==> src/rtl/csi2_pkt_handler.sv <==
// CSI-2 packet handler: decodes the packet header (with ECC check), streams long-packet
// payload as byte-enabled beats, drops CRC bytes and pulses phy_rst_o at end of packet.
module csi2_pkt_handler (
    input  logic        clk_i,
    input  logic        rst_i,
    input  logic [31:0] data_i,
    input  logic        valid_i,
    output logic        phy_rst_o,
    output logic        hdr_valid_o,
    output logic [7:0]  hdr_di_o,
    output logic [15:0] hdr_wc_o,
    output logic        hdr_ecc_err_o,
    output logic [31:0] tdata_o,
    output logic [3:0]  tkeep_o,
    output logic        tvalid_o,
    output logic        tlast_o
);

    typedef enum logic [1:0] {IDLE, PAYLOAD, TAIL, EOP} state_t;

    state_t      state;
    logic [16:0] cnt;

    function automatic logic [5:0] calc_ecc(input logic [23:0] d);
        logic [5:0] p;
        p[0] = d[0]^d[1]^d[2]^d[4]^d[5]^d[7]^d[10]^d[11]^d[13]^d[16]^d[20]^d[21]^d[22]^d[23];
        p[1] = d[0]^d[1]^d[3]^d[4]^d[6]^d[8]^d[10]^d[12]^d[14]^d[17]^d[20]^d[21]^d[22]^d[23];
        p[2] = d[0]^d[2]^d[3]^d[5]^d[6]^d[9]^d[11]^d[12]^d[15]^d[18]^d[20]^d[21]^d[22];
        p[3] = d[1]^d[2]^d[3]^d[7]^d[8]^d[9]^d[13]^d[14]^d[15]^d[19]^d[20]^d[21]^d[23];
        p[4] = d[4]^d[5]^d[6]^d[7]^d[8]^d[9]^d[16]^d[17]^d[18]^d[19]^d[20]^d[22]^d[23];
        p[5] = d[10]^d[11]^d[12]^d[13]^d[14]^d[15]^d[16]^d[17]^d[18]^d[19]^d[21]^d[22]^d[23];
        return p;
    endfunction

    function automatic logic [16:0] sat_sub4(input logic [16:0] c);
        return (c > 17'd4) ? (c - 17'd4) : 17'd0;
    endfunction

    function automatic logic [3:0] thermo(input logic [2:0] n);
        case (n)
            3'd1:    return 4'h1;
            3'd2:    return 4'h3;
            3'd3:    return 4'h7;
            default: return 4'hF;
        endcase
    endfunction

    logic        ecc_err;
    logic        is_short;
    logic [16:0] cnt_dec;
    logic [16:0] pay_rem;
    logic        last_beat;

    // cnt still includes the two CRC bytes, so payload left is cnt-2
    assign ecc_err   = calc_ecc(data_i[23:0]) != data_i[29:24];
    assign is_short  = data_i[5:0] <= 6'h0F;
    assign cnt_dec   = sat_sub4(cnt);
    assign pay_rem   = cnt - 17'd2;
    assign last_beat = pay_rem <= 17'd4;

    always_ff @(posedge clk_i or negedge rst_i) begin
        if (!rst_i) begin
            state         <= IDLE;
            cnt           <= '0;
            phy_rst_o     <= 1'b0;
            hdr_valid_o   <= 1'b0;
            hdr_di_o      <= '0;
            hdr_wc_o      <= '0;
            hdr_ecc_err_o <= 1'b0;
            tdata_o       <= '0;
            tkeep_o       <= '0;
            tvalid_o      <= 1'b0;
            tlast_o       <= 1'b0;
        end else begin
            hdr_valid_o <= 1'b0;
            tvalid_o    <= 1'b0;
            tlast_o     <= 1'b0;
            phy_rst_o   <= 1'b0;
            case (state)
                IDLE: begin
                    if (valid_i) begin
                        hdr_valid_o   <= 1'b1;
                        hdr_di_o      <= data_i[7:0];
                        hdr_wc_o      <= data_i[23:8];
                        hdr_ecc_err_o <= ecc_err;
                        if (ecc_err || is_short) begin
                            state <= EOP;
                        end else begin
                            cnt   <= {1'b0, data_i[23:8]} + 17'd2;
                            state <= (data_i[23:8] == 16'd0) ? TAIL : PAYLOAD;
                        end
                    end
                end
                PAYLOAD: begin
                    if (valid_i) begin
                        tvalid_o <= 1'b1;
                        tdata_o  <= data_i;
                        cnt      <= cnt_dec;
                        if (last_beat) begin
                            tkeep_o <= thermo(pay_rem[2:0]);
                            tlast_o <= 1'b1;
                            state   <= (cnt_dec == 17'd0) ? EOP : TAIL;
                        end else begin
                            tkeep_o <= 4'hF;
                        end
                    end
                end
                TAIL: begin
                    if (valid_i) begin
                        cnt <= cnt_dec;
                        if (cnt_dec == 17'd0) state <= EOP;
                    end
                end
                EOP: begin
                    phy_rst_o <= 1'b1;
                    state     <= IDLE;
                end
                default: state <= IDLE;
            endcase
        end
    end

endmodule

==> config.mk <==
export PLATFORM = sky130hd
export DESIGN_NAME = csi2_pkt_handler
export DESIGN_NICKNAME = d
export VERILOG_FILES = /design/src/rtl/csi2_pkt_handler.sv
export SDC_FILE = /design/constraint.sdc
export NUM_CORES = 1
export LEC_CHECK = 0
export ABC_AREA = 0
export CORE_ASPECT_RATIO = 2
export CORE_MARGIN = 2
export CORE_UTILIZATION = 52
export CTS_CLUSTER_SIZE = 16
export DETAILED_ROUTE_END_ITERATION = 8
export GPL_TIMING_DRIVEN = 0
export PLACE_DENSITY = 0.85
export SYNTH_ARGS = -nofsm -noshare
export SYNTH_HDL_FRONTEND = slang
export SYNTH_SLANG_ARGS = --single-unit
==> constraint.sdc <==
create_clock -name clk_i -period 3.8 [get_ports clk_i]
set_input_delay 0.57 -clock clk_i [delete_from_list [all_inputs] [get_ports clk_i]]
set_output_delay 0.57 -clock clk_i [all_outputs]
set_load 0.005 [all_outputs]
==> Word level (Yosys, flattened, before mapping) <==
Index checks and enable logic that the tools add are counted.
{ "op_classes": {"add_sub_neg": 3, "n_mul": 0, "div": 0, "n_lt_le_gt_ge": 3, "eq_ne": 14, "n_shift": 0, "n_mux": 23, "bitwise_logic": 73, "n_reduce_logical": 10} }
{ "op_table": {"columns": ["op", "n"], "rows": [
  ["XOR 1 bit", 73],
  ["two-way mux 17 bit", 4],
  ["case mux 17 bit (2 select lines)", 1],
  ["adder 16 x 2 -> 17 bit (second input constant)", 1],
  ["> comparator 17 x 3 -> 1 bit (second input constant)", 1],
  ["<= comparator 17 x 3 -> 1 bit (second input constant)", 1],
  ["zero test 17 bit", 1],
  ["subtractor 17 x 2 -> 17 bit (second input constant)", 1],
  ["subtractor 17 x 3 -> 17 bit (second input constant)", 1],
  ["zero test 16 bit", 1],
  ["two-way mux 2 bit", 7],
  ["inequality test 2 bit (second input constant)", 6],
  ["case mux 4 bit (3 select lines)", 1],
  ["two-way mux 1 bit", 8],
  ["case mux 2 bit (4 select lines)", 1],
  ["== test 3 x 2 -> 1 bit (second input constant)", 2],
  ["<= comparator 6 x 4 -> 1 bit (second input constant)", 1],
  ["inequality test 6 bit", 1],
  ["AND reduction 5 bit", 1],
  ["== test 2 bit (second input constant)", 2],
  ["two-way mux 4 bit", 1],
  ["AND reduction 2 bit", 2],
  ["AND reduction 4 bit", 1],
  ["== test 3 x 1 -> 1 bit (second input constant)", 1],
  ["6 further kinds", 6]
]} }
{ "totals": {"register_bits": 84, "latchBits": 0, "ram_bits": 0, "rom_bits": 0, "in_bits": 35, "out_inout_bits": 65, "mem_count": 0} }

==> Logic depth before layout (Yosys ltp) <==
{ "logic_depth": {"ltp_word": 18, "mapped_depth": 12, "ltp_nobuf": 10} }

==> Worst setup path before layout <==
OpenSTA, ideal clock, no wires.
{ "synth_path": {"path_kind": "input-to-reg", "start": "in data_i[4]", "end": "reg state[0]", "t_arrival_ns": 2.835, "required_ns": 3.675, "slack_ns": 0.840, "cell_stages": 10, "n_path_buf": 0, "cell_sequence": "inv_1 -> ha_1 -> xnor3_1 -> xnor2_1 -> xnor2_1 -> nor3_1 -> o22ai_2 -> or3_1 -> o31a_1 -> mux2_2"} }
{ "synth_via": {"elab_chain_cells": 17} }
{ "synth_lines": {"columns": ["item", "line_no", "source"], "rows": [
  ["from (decl)", "6", "input logic [31:0] data_i,"],
  ["XOR 1 bit (12 in series)", "30", "p[4] = d[4]^d[5]^d[6]^d[7]^d[8]^d[9]^d[16]^d[17]^d[18]^d[19]^d[20]^d[22]^d[23];"],
  ["inequality test 6 bit", "55", "assign ecc_err = calc_ecc(data_i[23:0]) != data_i[29:24];"],
  ["logical OR 1 bit (*)", "86", "if (ecc_err || is_short) begin"],
  ["two-way mux 2 bit (*)", "86", null],
  ["two-way mux 2 bit (*)", "81", "if (valid_i) begin"],
  ["case mux 2 bit (4 select lines) (*)", "79", "case (state)"],
  ["to (signal assigned)", "90", "state <= (data_i[23:8] == 16'd0) ? TAIL : PAYLOAD;"],
  ["to (signal assigned)", "102", "state <= (cnt_dec == 17'd0) ? EOP : TAIL;"],
  ["to (decl)", "21", "state_t state;"]
]} }
Mark *: on every way between the ends. The rest lies on a longest branch, timed or not. The select of a mux whose other input is x is not followed.
A chain may end at the register's enable or synchronous reset.

==> Final worst setup path <==
{ "layout_path": {"start": "in data_i[9]", "end": "reg cnt[5]"} }
{ "layout_via": {"elab_chain_cells": 12} }
{ "layout_lines": {"columns": ["item", "line_no", "source"], "rows": [
  ["XOR 1 bit, on equally long branches (8 in series)", "28, 29, 30", null],
  ["inequality test 6 bit", "55", null],
  ["logical OR 1 bit", "86", null],
  ["inequality test 2 bit (no line)", null, null],
  ["AND reduction 4 bit (no line)", null, null],
  ["to (signal assigned)", "89", "cnt <= {1'b0, data_i[23:8]} + 17'd2;"],
  ["to (signal assigned)", "98", "cnt <= cnt_dec;"],
  ["to (signal assigned)", "110", "cnt <= cnt_dec;"],
  ["to (decl)", "22", "logic [16:0] cnt;"]
]} }
Several ways; a longest one is shown, not always the timed one. The select of a mux whose other input is x is not followed.

==> reports/qor.yml <==
diodes: 0
syn-num-nets: 502
hold_path_class: "input pin to asynchronous set/reset pin"
fin_tns_setup_ns: 0
post-route-worst-setup-slack_ns: 0.3352
crit_slowest_cell: "clkdlybuf4s50_1"
cp-end-kind: "flip-flop"
wl_mm: 14.25
syn-cell-area_sq_um: 4850
port-buffer-count: 88
area_growth_pct: 26.96
yosys.area.top_type_share_pct: 43.34
post-route-min-period_ns: 3.465
avgSynthCellArea_sq_um: 10.66
run_status: "finished, final reports clean"
track_usage_pct: 29.37
path_max_fanout: 10
vias_per_cell: 6.118
synth_most_common_cell: "dfrtp_1"
htree_levels: 3
critPathKind: "input pin to flip-flop"
max_freq_mhz: 288.6
pin_count: 100
fp.dieH_um: 140.6
root_buffer: "clkbuf_16"
globalRoute.totalOverflow: 0
antenna_found_initial: 0
ctsResizeCount: 0
yosysUniqueCellTypes: 54
cts_buffer_depth: 2
synthArstFlopShare_pct: 100.0
post-route-period-util_pct: 91.18
synth_edf_count: 0
syn-instance-count: 455
setup_viol: 0
drtPass1Iterations: 5
cts_setup_buffers: 0
initial_utilization_pct: 53.81
grt_max_degree: 70
dieWidth_um: 72.29
cts.sinks: 84
cp_cell_sequence: "clkdlybuf4s50_1, buf_2, xor2_1, xnor3_1, xnor3_1, nand2_1, or3_1, buf_2, o21ai_4, buf_6, o21ai_1, a211o_1"
yosysWarnings: 0
drc: 0
rsz0062_at_grt: "no"
drt_iter0_markers: 326
vias: 4044
design.core.area_sq_um: 9012
synth_ff_type: "dfrtp_1"
cp_data_required_time_ns: 4.03
layout-drive-gt1-share_pct: 14.67
startpoint_type: "input pin"
arrival_ns: 3.69
p_leak_nw: 2.624
yosysTopAreaCell: "dfrtp_1"
antenna_left: 0
grt_pass1_wl_mm: 22.54
nets: 602
crit_family: "XOR/XNOR gates"
clk-insertion-delay-late_ns: 0.34
dp_hpwl_mm: 10.70
clk_pin_slew_ns: 0.07
final_max_slew_viol_count: 0
wl_per_cell_um: 21.56
synth.area.top_cells: "dfrtp_1 43%, mux2_2 11%, xnor2_1 6.5%, xnor3_1 4.6%, ha_1 3.1%"
grt_pass1_vias: 4381
synthTopCellsByCount: "84 x dfrtp_1, 47 x mux2_2, 40 x nand2_1, 36 x xnor2_1, 24 x o21ai_0"
routabilityCongestion: 0.9581
synth_seq_area_share_pct: 43.34
cts_tree: "built"
fin_skew_ns: 0.006098
max_stage_delay_ns: 0.52
finalHoldViolCount: 0
cp.buffers_inverters: 4
worst_pin_slew_ns: 0.9335
cts_hold_buffers: 0
numCtsBuffers: 9
ys_ff_latch: 84
drv_cap: 0
placementRows: 49
power_density_nw_per_um2: 787.8
ir_drop_mv: 0.5234
pre_cts_ws_ns: 0.02389
die_area_sq_um: 10160
max_slew_margin_pct: 37.48
-- metrics by stage --
stage               instances  power (mW)  utilization, %  hold slack, ns  area [sq um]
detailed placement        646       3.997           65.28          0.4537          5883
global route              661       5.120           68.32         0.09499          6157
floorplan                 455       2.842               -          0.2744          4850
global placement          645       3.907           65.00          0.4538          5858
finish                    661       4.851           68.32         0.08848          6157
CTS                       661       4.840           68.32         0.08878          6157
-- cell usage in the layout, fill, tap and decap left out, drive strengths merged, types with 15 or more instances in the layout --
master          n
dfrtp          84
nor3           16
mux2           47
o21ai          27
inv            18
clkbuf         24
nand2          40
xnor2          36
clkdlybuf4s50  87
xor2           15
buf            18
-- registers in the layout, summed over array words and instances, names as in the netlist --
signal and count:
hdr_ecc_err_o 1, tvalid_o 1, state 2, tlast_o 1, hdr_di_o 8, cnt 17, hdr_wc_o 16, hdr_valid_o 1
tdata_o 32, tkeep_o 4, phy_rst_o 1
-- metal layers --
layer	vias to the layer above	routed length, um	track usage [%]
met4	0	944	18.97
met1	1997	4795	28.90
li1	1818	-	-
met5	-	0	0
met3	64	551	4.646
met2	165	7962	54.27
-- report_power, final --
part | total (mW) | switching, mW | internal, mW
clock | 0.822 | 0.377 | 0.445
sequential | 1.56 | 0.272 | 1.29
combinational | 2.47 | 1.17 | 1.29
-- worst paths after layout --
path | startpoint | endpoint | slack, ns | cells past startpoint
max in group asynchronous | rst_i | tdata_o[4] | 3.09 | 2
worst max-delay path | data_i[9] | cnt[5] | 0.34 | 12
min in group clk_i | hdr_wc_o[3] | hdr_wc_o[3] | 0.49 | 2
worst min register to register | hdr_wc_o[3] | hdr_wc_o[3] | 0.49 | 2
worst max register to register | cnt[2] | state[0] | 0.36 | 10
worst min-delay path | rst_i | tdata_o[16] | 0.09 | 1
-- layout make-up --
type                            count  area (sq um)
Buffer                             31         147.6
Clock buffer                        9         225.2
Clock inverter                      6         48.80
Fill cell                         684          2855
Inverter                           16         60.06
Multi-Input combinational cell    324          2540
Sequential cell                    84          2102
Tap cell                          102         127.6
Timing Repair Buffer               89         905.9
-- cells by family (layout without fill, tap and decap cells) --
kind of cell             count (synthesis)  after routing  share of synthesized area [%]
AND/OR/NAND/NOR                        126            126                          13.21
flip-flops                              84             84                          43.34
AO/OA/AOI/OAI                           77             77                          11.09
XOR/XNOR                                61             61                          13.85
multiplexers                            48             48                          11.12
buffers and inverters                   47            151                          4.283
adder cells (fa/ha/maj)                 12             12                          3.096
(Power assumes the default switching activity.)
